### config.mk
export PLATFORM = sky130hd
export DESIGN_NAME = instr_fetch_flat
export DESIGN_NICKNAME = d
export VERILOG_FILES = /design/src/rtl/instr_fetch_pkg.sv /design/src/rtl/instr_fetch_if.sv /design/src/rtl/instr_fetch_queue.sv /design/src/rtl/instr_fetch.sv /design/src/flat_wrapper.sv
export SDC_FILE = /design/constraint.sdc
export NUM_CORES = 1
export LEC_CHECK = 0
export ABC_CLOCK_PERIOD_IN_PS = 9300
export CAP_MARGIN = 20
export CELL_PAD_IN_SITES_DETAIL_PLACEMENT = 0
export CELL_PAD_IN_SITES_GLOBAL_PLACEMENT = 2
export CORE_AREA = 2 2 157 159
export DETAILED_ROUTE_END_ITERATION = 12
export DIE_AREA = 0 0 159 161
export GPL_TIMING_DRIVEN = 0
export PLACE_DENSITY = 0.9
export SLEW_MARGIN = 20
export SYNTH_ARGS = -nofsm -noshare
export SYNTH_HDL_FRONTEND = slang
export SYNTH_SLANG_ARGS = --single-unit
### constraint.sdc
create_clock -name i_clk -period 9.3 [get_ports i_clk]
set_input_delay 2.325 -clock i_clk [delete_from_list [all_inputs] [get_ports i_clk]]
set_output_delay 2.325 -clock i_clk [all_outputs]
set_load 0.005 [all_outputs]
### src/rtl/instr_fetch_pkg.sv
// Shared fetch-unit types and constants.
// Holds the fetch FSM state type, the NOP encoding and the default reset PC.
package package_param;

  typedef enum logic [1:0] {
    ST_FETCH = 2'd0,
    ST_WAIT  = 2'd1,
    ST_DROP  = 2'd2
  } fetch_state_e;

  localparam logic [31:0] NOP          = 32'h0000_0013;
  localparam logic [31:0] DEF_RESET_PC = 32'h0000_0000;

endpackage

### src/rtl/instr_fetch_if.sv
// Instruction memory request/response bus.
// One request pulse per fetch, in-order single-cycle ack with data.
interface instr_fetch_if;
    logic        req;
    logic [31:0] addr;
    logic        ack;
    logic [31:0] rdata;

    modport master (
        output req,
        output addr,
        input  ack,
        input  rdata
    );

    modport slave (
        input  req,
        input  addr,
        output ack,
        output rdata
    );
endinterface

### src/rtl/instr_fetch_queue.sv
// Prefetch queue: DEPTH entries of {pc, instr}, synchronous flush.
// DEPTH must be a power of two (2 or 4) so pointers wrap naturally.
module fetch_queue
  import package_param::*;
#(
    parameter int DEPTH = 2
) (
    input  logic        clk,
    input  logic        rst,
    input  logic        flush,
    input  logic        push,
    input  logic [63:0] wdata,
    input  logic        pop,
    output logic [63:0] head,
    output logic [2:0]  count
);
    localparam int PW = (DEPTH == 4) ? 2 : 1;

    logic [63:0]   mem [DEPTH];
    logic [PW-1:0] wr_ptr;
    logic [PW-1:0] rd_ptr;

    always_ff @(posedge clk) begin
        if (rst || flush) begin
            wr_ptr <= '0;
            rd_ptr <= '0;
            count  <= '0;
        end else begin
            if (push) wr_ptr <= wr_ptr + PW'(1);
            if (pop)  rd_ptr <= rd_ptr + PW'(1);
            count <= count + {2'b00, push} - {2'b00, pop};
        end
    end

    always_ff @(posedge clk) begin
        if (push && !flush && !rst) mem[wr_ptr] <= wdata;
    end

    assign head = mem[rd_ptr];
endmodule

### src/rtl/instr_fetch.sv
// Instruction fetch: one outstanding imem request, prefetch queue, redirect.
// Define IF_BYPASS_EN for a zero-cycle ack->valid path when the queue is empty.
module instr_fetch
  import package_param::*;
#(
    parameter logic [31:0] RESET_PC = DEF_RESET_PC,
    parameter int          QDEPTH   = 2
) (
    input  logic                 i_clk,
    input  logic                 i_reset,
    input  logic                 i_pc_sel,
    input  logic [31:0]          i_alu_data,
    input  logic                 i_stall,
    instr_fetch_if.master        imem,
    output logic [31:0]          o_instr,
    output logic [31:0]          o_pc,
    output logic                 o_instr_vld
);
    localparam logic [1:0] FETCH = ST_FETCH;
    localparam logic [1:0] WAIT  = ST_WAIT;
    localparam logic [1:0] DROP  = ST_DROP;
    localparam logic [2:0] QD    = 3'(QDEPTH);

    logic [1:0]  state;
    logic [31:0] fpc;
    logic [31:0] req_pc;
    logic [31:0] last_pc;
    logic [2:0]  q_count;
    logic [63:0] q_head;
    logic        q_vld;
    logic        accept;
    logic        byp;
    logic        redirect;
    logic        issue;
    logic        push;
    logic        pop;
    logic        unused_bits;

    assign unused_bits = ^i_alu_data[1:0];
    assign q_vld  = (q_count != 3'd0);
    assign accept = imem.ack && (state == WAIT);

`ifdef IF_BYPASS_EN
    assign byp = accept && !q_vld && !i_reset;
`else
    assign byp = 1'b0;
`endif

    assign o_instr_vld = q_vld || byp;
    assign redirect    = i_pc_sel && o_instr_vld && !i_stall;
    assign issue       = (state == FETCH) && (q_count < QD)
                         && !redirect && !i_reset;
    // A bypassed word consumed the same cycle never enters the queue.
    assign push = accept && !redirect && !i_reset && !(byp && !i_stall);
    assign pop  = q_vld && !i_stall;

    assign imem.req  = issue;
    assign imem.addr = fpc;

    always_comb begin
        o_instr = NOP;
        o_pc    = last_pc;
        if (q_vld) begin
            o_instr = q_head[31:0];
            o_pc    = q_head[63:32];
        end else if (byp) begin
            o_instr = imem.rdata;
            o_pc    = req_pc;
        end
    end

    fetch_queue #(.DEPTH(QDEPTH)) u_queue (
        .clk   (i_clk),
        .rst   (i_reset),
        .flush (redirect),
        .push  (push),
        .wdata ({req_pc, imem.rdata}),
        .pop   (pop),
        .head  (q_head),
        .count (q_count)
    );

    always_ff @(posedge i_clk) begin
        if (i_reset) begin
            // An abandoned request still owes an ack; swallow it later.
            state   <= (state != FETCH && !imem.ack) ? DROP : FETCH;
            fpc     <= RESET_PC;
            req_pc  <= RESET_PC;
            last_pc <= RESET_PC;
        end else begin
            if (o_instr_vld) last_pc <= o_pc;
            if (issue) begin
                req_pc <= fpc;
                fpc    <= fpc + 32'd4;
            end
            if (redirect) fpc <= {i_alu_data[31:2], 2'b00};
            case (state)
                FETCH: if (issue) state <= WAIT;
                WAIT: begin
                    if (imem.ack)     state <= FETCH;
                    else if (redirect) state <= DROP;
                end
                DROP: if (imem.ack) state <= FETCH;
                default: state <= FETCH;
            endcase
        end
    end
endmodule

### src/flat_wrapper.sv
// flat-port wrapper written by rule: the top's interface ports become plain ports
module instr_fetch_flat import package_param::*;
#(
    parameter logic [31:0] RESET_PC = DEF_RESET_PC,
    parameter int          QDEPTH   = 2
)
  (i_clk, i_reset, i_pc_sel, i_alu_data, i_stall, o_instr, o_pc, o_instr_vld, imem_req, imem_addr, imem_ack, imem_rdata);
  instr_fetch_if imem_i ();
  input  logic i_clk;
  input  logic i_reset;
  input  logic i_pc_sel;
  input  logic [31:0] i_alu_data;
  input  logic i_stall;
  output logic [31:0] o_instr;
  output logic [31:0] o_pc;
  output logic o_instr_vld;
  output wire logic [$bits(imem_i.req)-1:0] imem_req;
  output wire logic [$bits(imem_i.addr)-1:0] imem_addr;
  input wire logic [$bits(imem_i.ack)-1:0] imem_ack;
  input wire logic [$bits(imem_i.rdata)-1:0] imem_rdata;
  assign imem_req = imem_i.req;
  assign imem_addr = imem_i.addr;
  assign imem_i.ack = imem_ack;
  assign imem_i.rdata = imem_rdata;
  instr_fetch #(.RESET_PC(RESET_PC), .QDEPTH(QDEPTH)) u_core (.i_clk(i_clk), .i_reset(i_reset), .i_pc_sel(i_pc_sel), .i_alu_data(i_alu_data), .i_stall(i_stall), .imem(imem_i), .o_instr(o_instr), .o_pc(o_pc), .o_instr_vld(o_instr_vld));
endmodule
**Word level (Yosys, flattened, before mapping)**

Memory sizes are Yosys's and may differ from the RTL's. A register that Yosys moved wholly into a read port is not among the register bits.
Cells that the tools add are included.

- Memory bits (writable): 128
- Memories kept: 1
- Output and inout bits: 98
- Register bits after elaboration: 103

- Equality and inequality tests: 5
- Reductions and logical operators: 23
- $add $sub $neg: 5
- Muxes and demuxes: 15
- Order comparisons: 1

Memory list:

| name | words | bits a word | rd ports | clocked after memory_dff | write ports | RTL line | RTL |
|---|---|---|---|---|---|---|---|
| u_core.u_queue.mem | 2 | 64 | 1 | 1 | 1 | instr_fetch_queue.sv:19 | `logic [63:0] mem [DEPTH];` |

Operator list:

| operator | number |
|---|---|
| two-way mux 32 bit | 4 |
| adder 32 x 3 -> 32 bit, second input constant | 1 |
| logical AND 1 bit | 12 |
| two-way mux 2 bit | 6 |
| inequality test 3 bit, second input constant | 2 |
| case mux 2 bit (3 select lines) | 1 |
| zero test 1 bit | 4 |
| two-way mux 1 bit | 4 |
| inequality test 4 x 3 -> 1 bit, second input constant | 1 |
| nonzero test 2 bit | 2 |
| adder 3 x 1 -> 3 bit | 1 |
| less-than comparator 3 x 2 -> 1 bit, second input constant | 1 |
| AND reduction 3 bit | 1 |
| nonzero test 3 bit | 1 |
| subtractor 3 x 1 -> 3 bit | 1 |
| adder 1 bit, second input constant | 2 |
| == test 2 x 1 -> 1 bit, second input constant | 1 |
| == test 2 bit, second input constant | 1 |
| zero test 2 bit | 1 |
| OR reduction 2 bit | 1 |
| logical OR 1 bit | 1 |

**Longest topological paths before layout**

Gate-level depths: netlist (run 1).

- Depth in word-level cells: 10
- Depth in mapped cells: 12
- Mapped depth without buffers: 11

**Cells and area by module**

A second synthesis (run 1) with hierarchy kept.

- Cells, all modules: 796
- Area total of the unflattened synthesis: 9574.2 sq um

Modules (own cells, without submodules):

| module | instances | area each (sq um) | seq. area each (sq um) | cells each |
|---|---|---|---|---|
| fetch_queue | 1 | 5193.7 | 3963.8 | 224 |
| instr_fetch | 1 | 4380.5 | 1901.8 | 572 |

**Least setup slack after synthesis (run 1)**

Ideal clock, no wire load.

- Path type: input to register
- Start: in i_reset
- End: mem u_core.u_queue.mem[0][0], enable pin
- Library setup time: 0.482 ns
- Setup slack: 3.457 ns
- Cell stages on the path: 4
- Arrival: 5.361 ns
- Cells stage by stage: clkbuf_1 > nor2_1 > nand3_1 > nor2_1

- Word-level cells in the longest chain between the ends: 6

RTL lines:

| element | RTL line | RTL |
|---|---|---|
| start, declared | flat_wrapper.sv:10 | `input logic i_reset;` |
| zero test 1 bit (*) | instr_fetch_queue.sv:36, instr_fetch.sv:54 |  |
| logical AND 1 bit | instr_fetch.sv:54 | `assign push = accept && !redirect && !i_reset && !(byp && !i_stall);` |
| logical AND 1 bit | instr_fetch_queue.sv:36 | `if (push && !flush && !rst) mem[wr_ptr] <= wdata;` |
| logical AND 1 bit (*) | instr_fetch_queue.sv:36 |  |
| two-way mux 1 bit (*) | instr_fetch_queue.sv:36 |  |
| two-way mux 1 bit (not written as such) (*) | instr_fetch_queue.sv:36 |  |
| end, declared | instr_fetch_queue.sv:19 |  |

Mark *: on every way between the ends. The rest lies on a longest branch, timed or not.

**Final worst setup path (run 1)**

- Start: in i_reset
- End: out imem_req

- Word-level cells in the longest chain between the ends: 2

RTL lines:

| element | RTL line | RTL |
|---|---|---|
| zero test 1 bit | instr_fetch.sv:52 | `&& !redirect && !i_reset;` |
| logical AND 1 bit | instr_fetch.sv:52 |  |
| end, declared | flat_wrapper.sv:17 | `output wire logic [$bits(imem_i.req)-1:0] imem_req;` |

Every way passes these cells.

==> flow_summary.json, run 1 <==
{
  "status": "finished, final reports clean",
  "grt_pass1_wl_um": 32900,
  "wl_per_cell_um": 16.1,
  "timing.final.max_slew_violations": 0,
  "critical_path_class": "primary input to output port",
  "vias_per_cell": 4.68,
  "place.detailed.instances": 1235,
  "clock_power_share_pct": 28.3,
  "io-pin-count": 167,
  "area.sequential_mm2": 0.00575,
  "worst_setup_path_start_kind": "primary input",
  "critical_path.n_buffers_inverters": 4,
  "critical-path-slowest-cell": "sky130_fd_sc_hd__nor4b_4",
  "drcViolationCount": 0,
  "number_of_enable_flip_flop_cells_after_synthesis": 126,
  "clk-insertion-delay-late_ns": 0.51,
  "clockRootBuffer": "sky130_fd_sc_hd__clkbuf_16",
  "net-switching-power_w": 0.000950,
  "cts_inserted_buffers": 24,
  "pre_cts_ws_ns": 2.05,
  "layout-drive-gt1-share_pct": 6.18,
  "synth_seq_cells": 224,
  "tritoncts_clock_tree": "yes",
  "final.setup.tns_ns": 0,
  "dr.first_iter.drc_count": 309,
  "gpl.final_weighted_congestion": 0.767,
  "gr-usage-all-layers_pct": 16.0,
  "final_period_minus_worst_setup_slack_ns": 7.20,
  "layout_worst_path_cycle_share_pct": 77.4,
  "postSynth.asyncResetShare_pct": 0,
  "synthDominantAreaCellType": "sky130_fd_sc_hd__edfxtp_1",
  "initial_utilization_pct": 36.6,
  "netlist_area_mm2": 0.00877,
  "setup_viol_count_final": 0,
  "holdCritPathClass": "register to register",
  "synth_cell_types": 41,
  "drt_first_pass_iters": 4,
  "design.core.area_mm2": 0.0240,
  "post-cts-setup-buffer-count": 0,
  "multiInputGateArea_mm2": 0.00284,
  "die-area_mm2": 0.0256,
  "layoutNonFillerInstCount": 1279,
  "syn_area_cell_um2": 11.8,
  "final_antenna_net_count": 0,
  "worst_setup_hold_path_clk_slew_ns": 0.06,
  "netlist.area_leader.share_pct": 43.1,
  "timing.fmax_mhz": 139,
  "gr-total-overflow": 0,
  "synth-main-ff-cell": "sky130_fd_sc_hd__edfxtp_1",
  "family_with_the_most_delay_on_the_worst_path": "buffers and inverters",
  "synth-warning-count": 0,
  "p_comb_share_pct": 31.6,
  "worst_setup_path_end_kind": "output port",
  "finalNetCount": 1011,
  "max_cap_viol_count": 0,
  "cpMostUsedCell": "sky130_fd_sc_hd__clkdlybuf4s50_1",
  "io_buffer_count": 162,
  "cts_max_path_buffers": 3,
  "diodes": 0,
  "synth-seq-area-share_pct": 65.5,
  "cts_hold_buf": 0,
  "headroom_to_the_max_slew_limit_pct": 34.2,
  "antenna_found_initial": 0,
  "dp_hpwl_um": 14700,
  "worst_ep_required_time_ns": 6.98,
  "rrSetupSlack_ns": 6.14,
  "synthCells": 744,
  "finalClockSkew_ns": 0.00567,
  "power.internal_w": 0.00224,
  "cts_num_sinks": 224,
  "worst_pin_slew_ns": 0.979,
  "seq_power_share_pct": 40.0,
  "pin_count_of_the_biggest_net_entering_global_routing": 26,
  "p_leak_nw": 3.93,
  "rows": 57,
  "rsz_0062_raised_after_global_routing": "false",
  "chipWidth_um": 159,
  "vdd_drop_max_v": 0.000130,
  "final_hold_violation_count": 0,
  "worstPathCellList": "clkdlybuf4s50_1, nor4b_4, nand2_1, inv_1, buf_2, clkdlybuf4s50_1",
  "power.density_cell_area_mw_per_mm2": 273,
  "num_vias": 5990,
  "critPathArrivalTime_ns": 4.87,
  "die_height_um": 161,
  "worst_hold_slack_ns": 0.450,
  "setup_ws_ns": 2.10,
  "fill_cells": 2224,
  "worst_path_largest_cell_delay_ns": 0.76,
  "drt-total-wl_um": 20600,
  "ctsResizeCount": 0,
  "first_global_vias": 6008,
  "switching_share_pct": 29.8,
  "htree_levels": 1,
  "worst-path-max-fanout": 10,
  "syn2layout_area_growth_pct": 33.1,
  "synth.top_cells.by_area": "sky130_fd_sc_hd__edfxtp_1 (43%), sky130_fd_sc_hd__dfxtp_1 (22%), sky130_fd_sc_hd__mux2i_1 (7.1%)"
}
## power by group through the flow
stage / clock network [W] / logic [W] / registers, W
after global routing: 0.000967 / 0.00111 / 0.00129
after detailed placement: 0 / 0.00103 / 0.00130
after global placement: 0 / 0.00101 / 0.00130
after floorplan: 0 / 0.000487 / 0.00127
after CTS: 0.000926 / 0.00103 / 0.00128
final: 0.000904 / 0.00101 / 0.00128
## area by class of cell
type                    instances  area share (%)
flip-flops and latches        224            49.2
multi-input cells             469            24.3
repair buffers                166            14.6
clock buffers                  37            6.17
well taps                     324            3.47
plain buffers                  43            1.54
clock inverters                 7           0.322
inverters                       9           0.289
## layer usage
| metal | track usage [%] | wire, µm |
|---|---|---|
| met5 | 0 | 0 |
| met4 | 4.26 | 376 |
| met3 | 3.26 | 1140 |
| met1 | 21.4 | 9590 |
| met2 | 26.8 | 9440 |
## final timing paths
path | startpoint | to | cells after the start
worst max register to register | u_core.u_queue.count[1] | u_core.u_queue.count[2] | 12
worst min register to register | u_core.req_pc[27] | u_core.u_queue.mem[1][59] | 0
worst min-delay path | u_core.req_pc[27] | u_core.u_queue.mem[1][59] | 0
worst max-delay path | i_reset | imem_req | 6
## sequential cells by signal, summed over array words and instances, names as in the netlist, named ones only
signal and flops:
u_core.u_queue.wr_ptr 1, u_core.u_queue.rd_ptr 1, u_core.u_queue.count 3, u_core.imem.addr 30, u_core.last_pc 32, u_core.state 2
u_core.u_queue.mem 124, u_core.req_pc 30
## placed cells by master (no fill, tap or decap), types with 9 or more instances in the layout
cell / instances
sky130_fd_sc_hd__clkdlybuf4s50_1: 162
sky130_fd_sc_hd__edfxtp_1: 126
sky130_fd_sc_hd__nand2_1: 112
sky130_fd_sc_hd__dfxtp_1: 98
sky130_fd_sc_hd__nor2_1: 71
sky130_fd_sc_hd__mux2i_1: 62
sky130_fd_sc_hd__o21ai_0: 35
sky130_fd_sc_hd__nor2b_1: 34
sky130_fd_sc_hd__a21oi_1: 34
sky130_fd_sc_hd__clkbuf_1: 32
sky130_fd_sc_hd__xor2_1: 25
sky130_fd_sc_hd__clkbuf_16: 25
sky130_fd_sc_hd__a211oi_1: 21
sky130_fd_sc_hd__nand3_1: 14
sky130_fd_sc_hd__nand4_1: 13
sky130_fd_sc_hd__inv_1: 9
sky130_fd_sc_hd__buf_1: 9
## stage by stage
step | power (W) | instance area, µm² | util, %
floorplan | 0.00176 | 8780 | -
global placement | 0.00230 | 10800 | 45.1
detailed placement | 0.00232 | 10900 | 45.6
CTS | 0.00323 | 11700 | 48.7
global route | 0.00336 | 11700 | 48.7
finish | 0.00319 | 11700 | 48.7
## cells in the mapped netlist (all sizes together), types with 3 or more instances
library cell,instances
inv,9
and2,3
nor3,4
nand4,14
xor2,25
a211oi,23
a21oi,34
edfxtp,126
and3,4
nand3,14
xnor2,6
nor2b,34
ha,4
and4,3
buf,18
mux2i,62
o21ai,35
clkbuf,25
nor4,5
nand2,112
nor2,74
dfxtp,98
## cell families after synthesis
family          share of synthesized area (%)
simple gates                             14.7
flops                                    65.5
compound gates                           6.36
mux                                      7.07
buf+inv                                  2.44
xor+xnor                                 3.09
fa+ha+maj                               0.799
other cells                            0.0427
(Power assumes the default switching activity.)
==> run 2: changes to the inputs <==
- ABC_CLOCK_PERIOD_IN_PS: 9300 -> 6470
- CORE_AREA: 2 2 157 159 -> 2 2 172 174
- DIE_AREA: 0 0 159 161 -> 0 0 174 176
- PLACE_DENSITY: 0.9 -> 0.8
- clock period: 9.3 -> 6.47 ns (I/O delays scaled with it)
==> flow_summary.json, run 2 (synthesized netlist as in run 1, its figures left out) <==
{
  "rows": 62,
  "area.sequential_mm2": 0.00575,
  "rr_worst_depth": 12,
  "p_leak_nw": 4.01,
  "cts_num_sinks": 224,
  "wl_per_cell_um": 16.0,
  "ctsResizeCount": 0,
  "num_vias": 5953,
  "dp_hpwl_um": 15700,
  "worst_path_largest_cell_delay_ns": 0.73,
  "worst_pin_slew_ns": 0.909,
  "vias_per_cell": 4.44,
  "cts_hold_buf": 0,
  "startpoint": "i_reset",
  "busiest_layer": "met2",
  "groute.layer.met2.usage_pct": 23.2,
  "rsz_0062_raised_after_global_routing": "false",
  "antenna_found_initial": 0,
  "gr-total-overflow": 0,
  "worst_setup_path_start_kind": "primary input",
  "worstPathCellList": "clkdlybuf4s50_1, nor4b_4, nand2_1, inv_1, buf_2, clkdlybuf4s50_1",
  "critical_path_class": "primary input to output port",
  "rrSetupSlack_ns": 3.34,
  "status": "finished, final reports clean",
  "drt-total-wl_um": 21400,
  "worst_setup_path_end_kind": "output port",
  "layoutNonFillerInstCount": 1341,
  "cpMostUsedCell": "sky130_fd_sc_hd__clkdlybuf4s50_1",
  "gpl.final_weighted_congestion": 0.716,
  "first_global_vias": 5999,
  "groute.layer.met3.usage_pct": 2.43,
  "finalClockSkew_ns": 0.00713,
  "power.density_cell_area_mw_per_mm2": 401,
  "post-cts-setup-buffer-count": 0,
  "syn2layout_area_growth_pct": 35.9,
  "initial_utilization_pct": 30.7,
  "final.setup.tns_ns": 0,
  "largestRegisters": "u_core.u_queue.mem x124, u_core.last_pc x32",
  "die_height_um": 176,
  "pin_count_of_the_biggest_net_entering_global_routing": 20,
  "design_power_total_w": 0.00478,
  "chipWidth_um": 174,
  "design.core.area_mm2": 0.0285,
  "final_hold_violation_count": 0,
  "layout_worst_path_cycle_share_pct": 89.9,
  "worst_setup_hold_path_clk_slew_ns": 0.06,
  "final_core_utilization_pct": 41.8,
  "max_cap_viol_count": 0,
  "crit-reg2reg-launch": "u_core.u_queue.count[1]",
  "setup_viol_count_final": 0,
  "top_register": "u_core.u_queue.mem",
  "diodes": 0,
  "worstSetupEndpoint": "imem_req",
  "drcViolationCount": 0,
  "cts_inserted_buffers": 24,
  "htree_levels": 1,
  "worst-path-max-fanout": 10,
  "most_common_cell_after_layout_fill_and_taps_aside": "sky130_fd_sc_hd__clkdlybuf4s50_1",
  "gr-usage-all-layers_pct": 13.9,
  "grt_pass1_wl_um": 33700,
  "layout-drive-gt1-share_pct": 6.79,
  "cts_max_path_buffers": 3,
  "critPathArrivalTime_ns": 4.20,
  "vdd_drop_max_v": 0.000204,
  "timing.final.max_slew_violations": 0,
  "clk-insertion-delay-late_ns": 0.51,
  "fill_cells": 2799,
  "tritoncts_clock_tree": "yes",
  "final_antenna_net_count": 0,
  "critical-path-slowest-cell": "sky130_fd_sc_hd__nor4b_4",
  "die-area_mm2": 0.0306,
  "timing.fmax_mhz": 172,
  "clockRootBuffer": "sky130_fd_sc_hd__clkbuf_16",
  "worst_ep_required_time_ns": 4.85,
  "multiInputGateArea_mm2": 0.00284,
  "r2r-end": "u_core.u_queue.count[2]",
  "io-pin-count": 167,
  "largest_register_ffs": 124,
  "finalNetCount": 1013,
  "place.detailed.instances": 1297,
  "dr.first_iter.drc_count": 297,
  "holdCritPathClass": "register to register",
  "final_period_minus_worst_setup_slack_ns": 5.82,
  "io_buffer_count": 162,
  "most-common-layout-cells": "sky130_fd_sc_hd__clkdlybuf4s50_1 (162), sky130_fd_sc_hd__edfxtp_1 (126), sky130_fd_sc_hd__nand2_1 (112)",
  "drt_first_pass_iters": 4,
  "headroom_to_the_max_slew_limit_pct": 39.4,
  "globalRouteMet1Util_pct": 18.7
}
-- run 2: metal layers --
layer,vias to the layer above,share of wire [%]
met5,-,0
met4,0,1.5
met3,27,4.7
met2,142,47
met1,2770,46
li1,3014,-
-- run 2: worst min path at each step --
stage	startpoint	end	slack, ns	cells after the start
3_5_place_dp	u_core.req_pc[18]	u_core.u_queue.mem[1][50]	0.44	0
4_1_cts	u_core.req_pc[18]	u_core.u_queue.mem[0][50]	0.46	0
6_report	u_core.req_pc[2]	u_core.u_queue.mem[0][34]	0.46	0
3_3_place_gp	u_core.req_pc[18]	u_core.u_queue.mem[0][50]	0.43	0
2_1_floorplan	u_core.req_pc[2]	u_core.u_queue.mem[0][34]	0.43	0
5_1_grt	u_core.req_pc[22]	u_core.u_queue.mem[1][54]	0.47	0
-- run 2: through the flow --
| stage | setup WS (ns) | hold WS, ns | instance area, µm² |
|---|---|---|---|
| after floorplan | 1.33 | 0.425 | 8780 |
| after global placement | -1.37 | 0.433 | 10900 |
| after detailed placement | 0.223 | 0.444 | 11100 |
| after CTS | 0.216 | 0.459 | 11900 |
| after global routing | 0.467 | 0.470 | 11900 |
| final | 0.650 | 0.457 | 11900 |
-- run 2: final cells by class --
type	count	area share (%)
multi-input cells	469	23.8
flip-flops and latches	224	48.2
plain buffers	43	1.51
repair buffers	168	15.0
inverters	9	0.283
clock inverters	15	1.72
clock buffers	29	5.46
well taps	384	4.03
-- run 2: worst max-delay path: cells and delay by family --
kind          cells  cell delay [ns]
buf+inv           4             1.59
simple gates      2             1.00
-- run 2: report_power, final --
part | switching (W) | internal (W)
sequential | 0.000132 | 0.00170
combinational | 0.000718 | 0.000756
clock | 0.000555 | 0.000917
total | 0.00140 | 0.00337
